--- src/rtl/seq_det_pkg.sv ---
// seq_det_pkg: shared defaults and length helpers for the serial pattern detector
package seq_det_pkg;

    localparam int DEF_MAX_LEN = 8;
    localparam int DEF_CNT_W   = 16;

    // Lengths of 0 become 1 and anything above max becomes max.
    function automatic int clamp_len(input int len, input int max);
        return (len < 1) ? 1 : (len > max) ? max : len;
    endfunction

    // The result has the low len bits set; callers truncate it to their own width.
    function automatic logic [63:0] len_mask(input int len);
        return (len >= 64) ? '1 : (64'(1) << len) - 64'(1);
    endfunction

endpackage

--- src/rtl/sat_counter.sv ---
// sat_counter: up counter that stops at all-ones, with synchronous reset and clear
module sat_counter #(
    parameter int W = 16
) (
    input  logic         clk,
    input  logic         reset,
    input  logic         clr,
    input  logic         inc,
    output logic [W-1:0] q
);

    // Count up on inc and stop at the top value; reset and clr both zero the count.
    always_ff @(posedge clk)
        if (reset || clr) q <= '0;
        else if (inc && q != '1) q <= q + W'(1);

endmodule

--- src/rtl/seq_pattern_detector.sv ---
// seq_pattern_detector: programmable serial pattern detector with overlap mode and hit counter
// The optional hit_sticky output is present only when SEQ_DET_STICKY_EN is defined.
module seq_pattern_detector
    import seq_det_pkg::*;
#(
    parameter int MAX_LEN = DEF_MAX_LEN,
    parameter int CNT_W   = DEF_CNT_W,
    parameter int LEN_W   = $clog2(MAX_LEN + 1)
) (
    input  logic               clk,
    input  logic               reset,
    input  logic               clear,
    input  logic [MAX_LEN-1:0] cfg_pattern,
    input  logic [LEN_W-1:0]   cfg_len,
    input  logic               cfg_overlap,
    input  logic               in_valid,
    input  logic               in_bit,
    output logic               hit,
    output logic [CNT_W-1:0]   hit_count
`ifdef SEQ_DET_STICKY_EN
    ,
    output logic               hit_sticky
`endif
);

    logic [MAX_LEN-1:0] pat_q, hist, hist_n, mask;
    logic [LEN_W-1:0]   len_q, fill, fill_n;
    logic               ovl_q, restart, accept, match;

    assign restart = reset || clear;
    assign accept  = in_valid && !restart;

    // Work out the next shift-register value and fill level, then compare under the length mask.
    always_comb begin
        hist_n = {hist[MAX_LEN-2:0], in_bit};
        fill_n = (fill == LEN_W'(MAX_LEN)) ? fill : fill + LEN_W'(1);
        mask   = MAX_LEN'(len_mask(int'(len_q)));
        match  = accept && (fill_n >= len_q) && (((hist_n ^ pat_q) & mask) == '0);
    end

    // Configuration is captured only on reset or clear, so it cannot change in the middle of a search.
    always_ff @(posedge clk)
        if (restart) begin
            pat_q <= cfg_pattern;
            len_q <= LEN_W'(clamp_len(int'(cfg_len), MAX_LEN));
            ovl_q <= cfg_overlap;
        end

    // Shift in accepted bits; without overlap, the fill level restarts after each hit.
    always_ff @(posedge clk)
        if (restart) begin
            hist <= '0;
            fill <= '0;
            hit  <= 1'b0;
        end else begin
            hit <= match;
            if (accept) begin
                hist <= hist_n;
                fill <= (match && !ovl_q) ? '0 : fill_n;
            end
        end

    sat_counter #(.W(CNT_W)) u_cnt (
        .clk  (clk),
        .reset(reset),
        .clr  (clear),
        .inc  (match),
        .q    (hit_count)
    );

`ifdef SEQ_DET_STICKY_EN
    // The sticky flag latches the first hit and stays set until reset or clear.
    always_ff @(posedge clk)
        if (restart) hit_sticky <= 1'b0;
        else if (match) hit_sticky <= 1'b1;
`endif

endmodule
--- config.mk ---
export PLATFORM = sky130hd
export DESIGN_NAME = seq_pattern_detector
export DESIGN_NICKNAME = d
export VERILOG_FILES = /design/src/rtl/seq_det_pkg.sv /design/src/rtl/sat_counter.sv /design/src/rtl/seq_pattern_detector.sv
export SDC_FILE = /design/constraint.sdc
export NUM_CORES = 1
export LEC_CHECK = 0
export ABC_AREA = 1
export ABC_CLOCK_PERIOD_IN_PS = 2000
export CORE_MARGIN = 10
export CORE_UTILIZATION = 49
export DETAILED_ROUTE_END_ITERATION = 6
export GPL_ROUTABILITY_DRIVEN = 0
export PLACE_DENSITY = 0.76
export SLEW_MARGIN = 40
export SYNTH_ARGS = -nofsm -noshare
export SYNTH_HDL_FRONTEND = slang
export SYNTH_SLANG_ARGS = --single-unit
--- constraint.sdc ---
create_clock -name clk -period 2 [get_ports clk]
set_input_delay 0.4 -clock clk [delete_from_list [all_inputs] [get_ports clk]]
set_output_delay 0.4 -clock clk [all_outputs]
set_load 0.005 [all_outputs]
# == Word-level counts from Yosys, hierarchy flattened ==
# Index checks and enable logic that the tools add are counted.
# Widths: inputs -> output; s select.
# totals
regBits,41
inputBits,18
output_inout_bits,17
wordCells,32
# op_classes
addsub,3
magnitude_cmp,3
n_eq_ne,2
shifts,1
muxes,3
bitwise_logic,2
reduce_logical,10
# ops
op,count
$add 16x1->16 const B,1
$ne 16x16->1 const B,1
$mux 4,3
$and 8x8->8,1
$logic_not 8->1,1
$shl 1x4->8 const A,1
$sub 8x1->8 const B,1
$xor 8x8->8,1
$logic_and 1x1->1,5
$add 4x1->4 const B,1
$eq 4x4->1 const B,1
$ge 4x4->1,1
$gt 4x4->1 const B,1
$lt 4x1->1 const B,1
$logic_not 1->1,2
$reduce_or 2->1,1
$logic_or 1x1->1,1

# == Longest topological paths before layout ==
# depth
ltp_word,7
ltp_mapped,16
depth_no_buf,16

# == Hierarchy ==
# A second synthesis with hierarchy kept.
# hier_totals
hier_cells,325
area_unflattened_um2,2313.5
# modules_own_cells
mod,n_inst,cells_per_inst,area_each_um2,seq_area_each_um2
seq_pattern_detector,1,176,1362.6,630.6
sat_counter,1,149,950.9,320.3

# == Worst setup path before layout ==
# No wires, ideal clock.
# synth_timing
path_type,reg-to-reg
startpoint,reg fill[0]
endpoint,reg u_cnt.q[10]
t_arrival_ns,1.932
t_required_ns,1.841
slack_ns,-0.091
stages_incl_launch_ff,15
period_less_slack_ns,2.091
path_cell_list,dfxtp_1 > inv_1 > ha_1 > nand2_1 > nor2_1 > xor2_1 > ha_1 > nand2_1 > nor2_1 > nor2_1 > a21oi_4 > nand3_4 > buf_6 > nand2_1 > a21oi_1
# synth_via
elab_chain_len,6
# synth_lines
item,line,source
"start, declared",seq_pattern_detector.sv:27,"logic [LEN_W-1:0] len_q, fill, fill_n;"
"start signal, assigned",seq_pattern_detector.sv:59,fill <= (match && !ovl_q) ? '0 : fill_n;
$add 4x1->4 or $eq 4x4->1 (tied branches),seq_pattern_detector.sv:36,fill_n = (fill == LEN_W'(MAX_LEN)) ? fill : fill + LEN_W'(1);
$mux 4 *,seq_pattern_detector.sv:36,
$ge 4x4->1 *,seq_pattern_detector.sv:38,match = accept && (fill_n >= len_q) && (((hist_n ^ pat_q) & mask) == '0);
$logic_and 1x1->1 * (2 in series),seq_pattern_detector.sv:38,
$logic_and 1x1->1 *,sat_counter.sv:15,else if (inc && q != '1) q <= q + W'(1);
"end signal, assigned",sat_counter.sv:15,
"end, declared",sat_counter.sv:9,output logic [W-1:0] q
# Mark *: on every way between the ends. The rest lies on a longest branch, timed or not.
# A chain may end at the register's enable or synchronous reset.

# == Worst setup path after layout ==
# layout_timing
startpoint,reg fill[0]
endpoint,reg u_cnt.q[5]
# Same word-level chain as after synthesis.

==> summary.md <==
| Metric | Value |
|---|---|
| Status | finished, violations left |
| Failing checks | negative setup slack |
| DRC errors left | 0 |
| Synth Area in Compound Gates | 8.45% |
| Crit path kind | reg2reg |
| CTS tree | built |
| Vias in the first global route | 2273 |
| DP Wirelength | between 4000 and 5000 um |
| Max Clk Rate | between 400 and 500 MHz |
| Fin nets | 409 |
| Worst Path Required | 2210 ps |
| Synth Flop Type | dfxtp_1 |
| GRT overflow | 0 |
| Pwr Density | 559 mW/mm^2 |
| Final-report hold violation count | 0 |
| CTS buffer count | 5 |
| 1st-iter DRT viols | ~140 |
| Post-route ant nets | 0 |
| Filler instances | about 370 |
| Xor/xnor share of the synthesized area | under 10% |
| Antenna diodes | 0 |
| Die area | 0.00817 sq mm |
| CTS Sinks | between 40 and 50 |
| Hold path start | hist[6]$_SDFFE_PP0P_ |
| Root Driver | clkbuf_8 |
| Largest cells by area after synthesis | dfxtp_1 (23%), edfxtp_1 (16%), nand2_1 (12%) |
| Syn Area/Cell | between 7 and 8 sq um |
| Simple-gate share of the synthesized area | about a third |
| I/O pin cnt | 35 |
| Clock transition at path regs | 90 ps |
| Post-synthesis mux area share | 0% |
| PortBufs | 34 |
| CP Max Fanout | 4 |
| Crit path DAT | 2350 ps |
| Vias | around 2300 |
| WL/cell | between 10 and 15 um |
| Die width | roughly 90 um |
| Maxcap violations | 0 |
| Unrepaired setup endpoints after global routing | true |
| Max clock buf depth | 2 |
| Worst setup EP type | flop |
| Cell variety after synth | 31 |
| Seq/Total Area, Yosys | 39.2% |
| CP startpoint kind | flop |
| Fin crit share | 107% |
| H-tree depth | 2 |
| Hold path depth | 2 |
| Asr flop ratio synth | 0% |
| Post-Route Utilization | a little under three quarters |
| Final WS setup | -138 ps |
| Largest area contributor in the netlist | dfxtp_1 |
| DRT Pass-1 Iters | 4 |
| Adder-Cell Fraction of Synth Area | under 10% |
| Share of layout cells above drive strength 1 | a little over a quarter |
| Worst slew margin | a little under three quarters |
| # rows | 25 |
| Post-DP Area | slightly below 0.003 sq mm |
| Net Count, Synth | about 350 |
| YS warnings | 0 |
| Cells after Synth | around 320 |
| Final hold slack | 492 ps |
| Largest net degree at the start of global routing | 36 |
| Via density per instance | 5.13 |
| EDFF count, synth | 13 |
| Maximum VDD drop | between 0.5 and 0.6 mV |
| Total track usage | 15.1% |
| Die Span Y | 90.4 um |
| Area added between synthesis and finish | 39.4% |
| Final wirelength | ~6400 um |
| Setup crit start | fill[0]$_SDFFE_PP0P_ |
| Initial core utilization | slightly above 50% |
| Synth Cell Area | roughly 0.0024 sq mm |
| Slew of the pin with the lowest slew margin | between 400 and 500 ps |
| Worst Skew | roughly 6.5 ps |
| Core Region | around 0.0048 sq mm |
| Largest family of logic cells by synthesized area | simple AND/OR/NAND/NOR gates |
| Reg2reg path depth | 15 |
| Clock Latency Late Sink | between 200 and 300 ps |
| Slew Viols, Final | 0 |
| RR Startpoint | fill[0]$_SDFFE_PP0P_ |
| First-pass GRT wire length | 10600 um |
| Post-route cell area | 0.00339 sq mm |
| Area share of the largest cell type after synthesis | between 20% and 30% |
| P_leak | 1.30 nW |
| Final setup fails | 17 |
| Min Tclk post-route | ~2100 ps |
| Flops & latches, synth | slightly above 40 |
| Hold Crit Class | reg2reg |
| Antenna violations before repair | 0 |
| Post-CTS Hold Buffers | 0 |
-- per-stage QoR --
| step | total power, mW | instances | setup TNS (ps) | worst slack, ps |
|---|---|---|---|---|
| after floorplan | 1.09 | 319 | -446 | -58.3 |
| after global placement | 1.19 | 428 | -1480 | -90.0 |
| after detailed placement | 1.19 | 428 | -2210 | -131 |
| after CTS | 1.89 | 450 | -1020 | -78.6 |
| after global routing | 1.96 | 451 | -4130 | -261 |
| final | 1.89 | 451 | -1570 | -138 |
-- cell usage after synthesis, types with 5 or more instances --
master    instances
a21oi_1          25
ha_1              8
nand3_1          18
dfxtp_1          28
o21ai_0           5
xor2_1           15
nor2_4            5
nand2_1          75
nor2_1           28
inv_2             5
inv_1            42
edfxtp_1         13
nand4_1          18
-- cell usage in the layout, fill, tap and decap left out, types with 8 or more instances in the layout --
cell type	n
inv_2	8
buf_4	23
nand2_2	15
nand4_1	18
xor2_1	13
inv_1	38
edfxtp_1	13
nand3_1	14
clkdlybuf4s50_1	34
a21oi_1	23
nor2_2	8
dfxtp_1	25
nor2_1	23
nand2_1	61
-- worst paths after layout --
check	to	slack, ps
max	u_cnt.q[5]$_SDFFE_PP0P_	-140
min	hist[6]$_SDFFE_PP0P_	490
max reg2reg	u_cnt.q[5]$_SDFFE_PP0P_	-140
min reg2reg	hist[6]$_SDFFE_PP0P_	490
-- area by class of cell --
type / count / area, sq um / area share [%]
repair buffers: 64 / 601 / 17.7
clock buffers: 5 / 68.8 / 2.03
well taps: 67 / 83.8 / 2.48
multi-input cells: 224 / 1450 / 42.9
flip-flops and latches: 41 / 960 / 28.3
clock inverters: 3 / 41.3 / 1.22
inverters: 47 / 179 / 5.28
-- power by group --
| group | internal [mW] | leakage (nW) | switching, mW |
|---|---|---|---|
| Clock | 0.368 | 0.0518 | 0.299 |
| Sequential | 0.888 | 0.362 | 0.0202 |
| Combinational | 0.143 | 0.884 | 0.174 |
-- layer usage --
layer | track usage (%) | routed length [um] | vias to the layer above
met5 | 0 | 0 | -
met4 | 3.98 | 95 | 0
met3 | 2.99 | 323 | 12
met1 | 18.4 | 2760 | 1058
met2 | 26.2 | 3220 | 82
li1 | - | - | 1163
-- state kept, by name, indices dropped and copies added (netlist names) --
| register | flops |
|---|---|
| u_cnt.q | 16 |
| pat_q | 8 |
| hist | 7 |
| fill | 4 |
| len_q | 4 |
| hit | 1 |
| ovl_q | 1 |
-- critical path, cell delays in order, from the launching register on --
cell and delay (ps):
dfxtp_4 370, buf_6 120, ha_4 150, nand3_2 70, o21ai_2 70, ha_1 300, nand2_2 60, inv_2 40
nand2_1 40, nand2_1 70, nor2_2 50, a21oi_4 170, buf_6 140, buf_6 100, nand4_1 110, a21oi_1 190
-- logic make-up after synthesis --
| family | count (synthesis) |
|---|---|
| AOI/OAI and AO/OA | 36 |
| buffers and inverters | 57 |
| and+or+nand+nor | 161 |
| DFF | 41 |
| xor gates and xnor gates | 16 |
| adders and majority gates | 8 |
-- timing repair --
item | 4_1_cts | 5_1_grt
setup endpoints to repair | 21 | 21
cloned | 3 | 0
pin swaps | 15 | 17
resized for setup | 24 | 31
setup buffers | 11 | 1
endpoints found under the hold margin | 0 | 0
No activity file was read; power rests on OpenSTA's default activity.
